==> config.mk <==
export PLATFORM = sky130hd
export DESIGN_NAME = vga_timing_gen
export DESIGN_NICKNAME = d
export VERILOG_FILES = /design/src/rtl/vga_timing_pkg.sv /design/src/rtl/vga_axis_counter.sv /design/src/rtl/vga_timing_gen.sv
export SDC_FILE = /design/constraint.sdc
export NUM_CORES = 1
export LEC_CHECK = 0
export CAP_MARGIN = 10
export CORE_AREA = 2 2 86 63
export CTS_BUF_LIST = sky130_fd_sc_hd__clkbuf_4 sky130_fd_sc_hd__clkbuf_8 sky130_fd_sc_hd__clkbuf_16
export CTS_CLUSTER_DIAMETER = 100
export DETAILED_ROUTE_END_ITERATION = 10
export DIE_AREA = 0 0 88 65
export GPL_ROUTABILITY_DRIVEN = 1
export SYNTH_ARGS = -nofsm -noshare
export SYNTH_HDL_FRONTEND = slang
export SYNTH_SLANG_ARGS = --single-unit
==> constraint.sdc <==
create_clock -name i_clk -period 2.35 [get_ports i_clk]
set_input_delay 0.5875 -clock i_clk [delete_from_list [all_inputs] [get_ports i_clk]]
set_output_delay 0.5875 -clock i_clk [all_outputs]
set_load 0.02 [all_outputs]
==> src/rtl/vga_timing_pkg.sv <==
// Shared timing constants and helpers for the VGA raster generator.
package vga_timing_pkg;

  typedef struct packed {
    int unsigned active;
    int unsigned fp;
    int unsigned sync;
    int unsigned bp;
  } axis_t;

  localparam axis_t MODE_640X480_H = '{active: 640, fp: 16, sync: 96,  bp: 48};
  localparam axis_t MODE_640X480_V = '{active: 480, fp: 10, sync: 2,   bp: 33};
  localparam axis_t MODE_800X600_H = '{active: 800, fp: 40, sync: 128, bp: 88};
  localparam axis_t MODE_800X600_V = '{active: 600, fp: 1,  sync: 4,   bp: 23};

  function automatic int unsigned axis_total(input int unsigned active, input int unsigned fp,
                                             input int unsigned sync, input int unsigned bp);
    return active + fp + sync + bp;
  endfunction

  function automatic int unsigned clamp(input int unsigned value, input int unsigned limit);
    return (value > limit) ? limit : value;
  endfunction

endpackage

==> src/rtl/vga_axis_counter.sv <==
// One raster axis: wrapping position counter with active/sync decode and clamped coordinate.
module vga_axis_counter
  import vga_timing_pkg::*;
#(
  parameter int unsigned ACTIVE = 640,
  parameter int unsigned FP     = 16,
  parameter int unsigned SYNC   = 96,
  parameter int unsigned BP     = 48,
  parameter bit          POL    = 1'b0,
  parameter int unsigned W      = 10
) (
  input  logic         clk,
  input  logic         rst,
  input  logic         en,
  output logic         wrap,
  output logic         in_active,
  output logic         sync_level,
  output logic [W-1:0] coord
);

  localparam int unsigned TOTAL      = axis_total(ACTIVE, FP, SYNC, BP);
  localparam int unsigned SYNC_START = ACTIVE + FP;
  localparam int unsigned SYNC_END   = ACTIVE + FP + SYNC - 1;

  logic [W-1:0] cnt;
  logic         last;
  logic         in_sync;

  assign last = (cnt == W'(TOTAL - 1));
  assign wrap = en & last;

  always_ff @(posedge clk or posedge rst) begin
    if (rst) begin
      cnt <= '0;
    end else if (en) begin
      cnt <= last ? '0 : cnt + 1'b1;
    end
  end

  // Decode is purely from the registered count, so en never reaches the level outputs.
  assign in_active  = (cnt < W'(ACTIVE));
  assign in_sync    = (cnt >= W'(SYNC_START)) && (cnt <= W'(SYNC_END));
  assign sync_level = in_sync ? POL : ~POL;
  assign coord      = W'(clamp(32'(cnt), ACTIVE - 1));

endmodule

==> src/rtl/vga_timing_gen.sv <==
// Parametrised VGA raster timing: sync, active video, coordinates, frame strobes and count.
module vga_timing_gen
  import vga_timing_pkg::*;
#(
  parameter int unsigned H_ACTIVE = MODE_640X480_H.active,
  parameter int unsigned H_FP     = MODE_640X480_H.fp,
  parameter int unsigned H_SYNC   = MODE_640X480_H.sync,
  parameter int unsigned H_BP     = MODE_640X480_H.bp,
  parameter int unsigned V_ACTIVE = MODE_640X480_V.active,
  parameter int unsigned V_FP     = MODE_640X480_V.fp,
  parameter int unsigned V_SYNC   = MODE_640X480_V.sync,
  parameter int unsigned V_BP     = MODE_640X480_V.bp,
  parameter bit          HS_POL   = 1'b0,
  parameter bit          VS_POL   = 1'b0,
  parameter int unsigned XW       = 10,
  parameter int unsigned YW       = 10,
  parameter int unsigned FW       = 8
) (
  input  logic          i_clk,
  input  logic          i_rst,
  input  logic          i_pix_stb,
  output logic          o_hs,
  output logic          o_vs,
  output logic          o_active,
  output logic          o_screenend,
  output logic          o_animate,
  output logic [XW-1:0] o_x,
  output logic [YW-1:0] o_y,
  output logic [FW-1:0] o_frame
);

  localparam int unsigned H_TOTAL = axis_total(H_ACTIVE, H_FP, H_SYNC, H_BP);
  localparam int unsigned V_TOTAL = axis_total(V_ACTIVE, V_FP, V_SYNC, V_BP);

  if (XW == 0 || YW == 0 || FW == 0 || H_ACTIVE == 0 || V_ACTIVE == 0 ||
      H_SYNC == 0 || V_SYNC == 0 ||
      (64'(1) << XW) < 64'(H_TOTAL) || (64'(1) << YW) < 64'(V_TOTAL)) begin : g_bad_params
    $error("vga_timing_gen: illegal parameters (zero width or counter too narrow for total)");
  end

  logic          h_wrap;
  logic          h_active;
  logic          v_wrap;
  logic          v_active;
  logic [YW-1:0] v_coord;
  logic [FW-1:0] frame;

  vga_axis_counter #(
    .ACTIVE(H_ACTIVE), .FP(H_FP), .SYNC(H_SYNC), .BP(H_BP), .POL(HS_POL), .W(XW)
  ) u_h (
    .clk       (i_clk),
    .rst       (i_rst),
    .en        (i_pix_stb),
    .wrap      (h_wrap),
    .in_active (h_active),
    .sync_level(o_hs),
    .coord     (o_x)
  );

  vga_axis_counter #(
    .ACTIVE(V_ACTIVE), .FP(V_FP), .SYNC(V_SYNC), .BP(V_BP), .POL(VS_POL), .W(YW)
  ) u_v (
    .clk       (i_clk),
    .rst       (i_rst),
    .en        (h_wrap),
    .wrap      (v_wrap),
    .in_active (v_active),
    .sync_level(o_vs),
    .coord     (v_coord)
  );

  always_ff @(posedge i_clk or posedge i_rst) begin
    if (i_rst) begin
      frame <= '0;
    end else if (v_wrap) begin
      frame <= frame + 1'b1;
    end
  end

  // Clamped v_coord also reads V_ACTIVE-1 in blanking, so gate with v_active.
  assign o_animate   = h_wrap & v_active & (v_coord == YW'(V_ACTIVE - 1));
  assign o_screenend = v_wrap;
  assign o_active    = h_active & v_active;
  assign o_y         = v_coord;
  assign o_frame     = frame;

endmodule

==> results by stage <==
Timing:
- The final number of hold-violating endpoints came to 0.
- After layout, the worst setup slack is -0.0490 ns.
- Hold timing on the final database bottoms out at a slack of 0.473 ns.
- The post-layout minimum cycle time is 2.40 ns.
- Setup violations remaining at the end of the flow were counted as 1.
- Between clock sinks in the finished design, the worst skew comes to 0.00977 ns.
- For this run, the top clock speed supported by timing is 0.417 GHz.
- The final critical-path share of the clock period is 1.02.
- The count of final max-slew check failures was 0.
- Setup repair after global routing could not meet its margin everywhere.

Hold path:
- The type of the most critical hold path is reg2reg.

Worst setup path:
- In this run the worst path has a maximum fanout of 2.
- The required time at the endpoint of the critical path is 1.76 ns.
- The nature of the critical path startpoint is a flop.
- The largest stage delay on the critical path is 0.51 ns.
- The nature of the critical path endpoint is a primary output.
- The highest-delay cell along the critical path is sky130_fd_sc_hd__or4_4.
- The critical path goes through or3_4 > or4_4 > nor2_4 > buf_6.
- For flop-to-flop paths, the worst setup slack is 0.34 ns.
- Data on the critical path arrives at its endpoint at 1.81 ns.
- The worst setup path is of the reg2out kind.

Synthesis:
- Averaged over all synthesized cells, the footprint is 9.61 um2.
- The combined area of all synthesized cells is 1650 um2.
- The most used flip-flop cell after synthesis is sky130_fd_sc_hd__dfrtp_1.
- The number of warnings reported in the yosys synthesis log is 0.
- The count of different cell masters after synthesis is 39.
- Counting flops and latches in the post-synthesis netlist gives 28.
- Counting flops with a built-in enable in the synthesized netlist gives 0.
- The fraction of registers with async set/reset is 1.00.
- The post-synthesis cell count is 172.
- The post-synth net total is 181.
- The register area share after synthesis is 0.424.

Layout:
- Summing all non-filler instances in the final layout gives an area of 2390 um2.
- Once layout is complete, the utilization of the core stands at 0.480.
- The layout overhead on the synthesized area is 44.6%.
- The library cell used most frequently in the layout, excluding fill and tap cells, is sky130_fd_sc_hd__buf_4.
- Once layout is complete, the cells apart from fillers number 304.
- The library cells used most frequently in the layout, excluding fill and tap cells, are sky130_fd_sc_hd__buf_4, sky130_fd_sc_hd__dfrtp_1, sky130_fd_sc_hd__clkdlybuf4s50_1, sky130_fd_sc_hd__dlygate4sd2_1, sky130_fd_sc_hd__nand2_1.
- For this run, the post-layout net count is 242.
- Of the cells placed in the final design, the portion with a size suffix greater than 1 is 0.272.
- The repair_antennas step left the layout with diodes totalling 0.

Routing:
- The count of routing violations after the opening detailed-route iteration is 52.
- The average wire length per cell after detail routing is 12.3 um.
- The DRC violation count after routing is 0.
- In the routed layout, each cell is associated on average with a via count of 4.62.
- The detailed-routing iteration count for the pre-antenna-repair pass is 4.
- The remaining number of nets flagged by the antenna check after routing is 0.
- Summed over all layers, the routed wires come to 3.74 mm.
- The overall via count from detail_route is 1405.

Pwr:
- The total power consumption of the routed design is 1.42 mW.
- IR analysis of the VDD net gives a maximum drop of 406 uV.
- The leakage power of the design is 1.13 nW.
- The areal power density over the cells is 594 nW/um2.

Floorplan:
- The die covers 5720 um2.
- The die outline height is 65 um.
- The floorplan die width is 88 um.
- The standard-cell row count is 22.
- For this design the top-level I/O count stands at 36.
- The initial utilization of the core area, before any placement, comes to 0.332.
- The core footprint is 4980 um2.

Clock network:
- The total number of clock tree sinks is 28.
- The CTS tree is yes.
- The clock passes through at most 2 buffers.
- The clock latency on the worst-skew pair is 0.28 ns.
- In this run the number of H-tree levels came out at 1.
- The tree is rooted in a sky130_fd_sc_hd__clkbuf_8.
- Clock tree synthesis inserted a total of 3 buffers.
- The clock-pin transition on the worst setup and hold timing paths is 0.10 ns.

GRT:
- The first global-routing pass estimated 6.53 mm of wire.
- The via count of the first global-routing pass came to 1365.
- The residual overflow from global routing is 0.
- The overall routing resource usage is 0.145.
- The initial antenna violation count came to 0.
- Entering global routing, the biggest net connects 29 pins.

Outcome:
- The final reports fail on negative setup slack.
- The run finished, with violations left.

Placement:
- After detailed placement, the design holds a cell count of 299.
- Port buffering added 34 buffers.
- The final estimated routing congestion in global placement is 0.776.
- Detailed placement finished with a half-perimeter wire length of 2.81 mm.
- The instance area after placement is 2280 um2.

Run:
- Across the run, the number of max-cap violations was 0.
[final timing paths]
kind	startpoint	endpoint	cells after the start
max	u_v.cnt[6]	o_screenend	4
min	o_frame[7]	o_frame[7]	1
max reg2reg	u_v.cnt[6]	o_frame[7]	5
min reg2reg	o_frame[7]	o_frame[7]	1
max in group asynchronous	i_rst	u_v.cnt[3]	3
min in group asynchronous	i_rst	o_frame[7]	3
[Yosys cell counts (3+ instances only)]
library cell,n,area (um2)
sky130_fd_sc_hd__xnor2_1,9,78.8
sky130_fd_sc_hd__nand2_1,14,52.6
sky130_fd_sc_hd__nor2_1,11,41.3
sky130_fd_sc_hd__o21ai_0,9,45.0
sky130_fd_sc_hd__or3_1,6,37.5
sky130_fd_sc_hd__or2_2,3,18.8
sky130_fd_sc_hd__nor4_1,5,31.3
sky130_fd_sc_hd__ha_1,6,75.1
sky130_fd_sc_hd__xor2_1,10,87.6
sky130_fd_sc_hd__nor3_1,3,15.0
sky130_fd_sc_hd__nor3_2,3,30.0
sky130_fd_sc_hd__clkbuf_1,5,18.8
sky130_fd_sc_hd__inv_1,8,30.0
sky130_fd_sc_hd__nand3_1,10,50.1
sky130_fd_sc_hd__nand2b_1,6,37.5
sky130_fd_sc_hd__nand4_1,7,43.8
sky130_fd_sc_hd__dfrtp_1,28,701
[kinds of logic after synthesis]
kind of cell               after synthesis  share of synthesized area
adders and majority gates                6                     0.0454
DFF                                     28                      0.424
other                                    1                    0.00227
and+or+nand+nor                         83                      0.308
muxes                                    2                     0.0129
AOI/OAI and AO/OA                       14                     0.0485
xor gates and xnor gates                19                      0.101
buffers and inverters                   19                     0.0583
[sequential cells by signal, indices dropped and copies added, names as in the netlist]
name,flops
u_h.cnt,10
u_v.cnt,10
o_frame,8
[power by group]
group          leakage [nW]  total, mW  internal (mW)  switching (mW)
combinational         0.725      0.468          0.228           0.240
sequential            0.370      0.566          0.534          0.0321
clock                0.0357      0.387          0.228           0.158
[through the flow]
step / setup WS [ns] / setup TNS, ns
floorplan: 0.0759 / 0
global placement: -0.756 / -3.18
detailed placement: -0.775 / -3.60
finish: -0.0490 / -0.0490
global route: -0.117 / -0.177
CTS: -0.0739 / -0.0739
[critical path, delay by kind of cell (launching register included)]
kind,cells,cell delay [ns]
buffers and inverters,1,0.12
flip-flops,1,0.40
AND/OR/NAND/NOR,3,1.00
[metal layers]
metal	track usage	wire, um
met1	0.219	1970
met2	0.210	1580
met3	0.0306	165
met4	0.0346	21
met5	0	0
[timing repair]
action,in CTS,in global routing
endpoints found under the hold margin,0,0
resized for setup,37,4
pin swaps,6,2
hold buffers,0,0
buffers inserted,1,0
cloned,0,0
endpoints found under the setup margin,18,6
[final cells by class]
class	instances	area, um2
Fill cell	494	2590
Multi-Input combinational cell	125	935
Sequential cell	28	701
Timing Repair Buffer	67	563
Tap cell	72	90.1
Clock buffer	3	41.3
Clock inverter	1	30.0
Inverter	8	30.0
No activity file was read; power rests on OpenSTA's default activity.
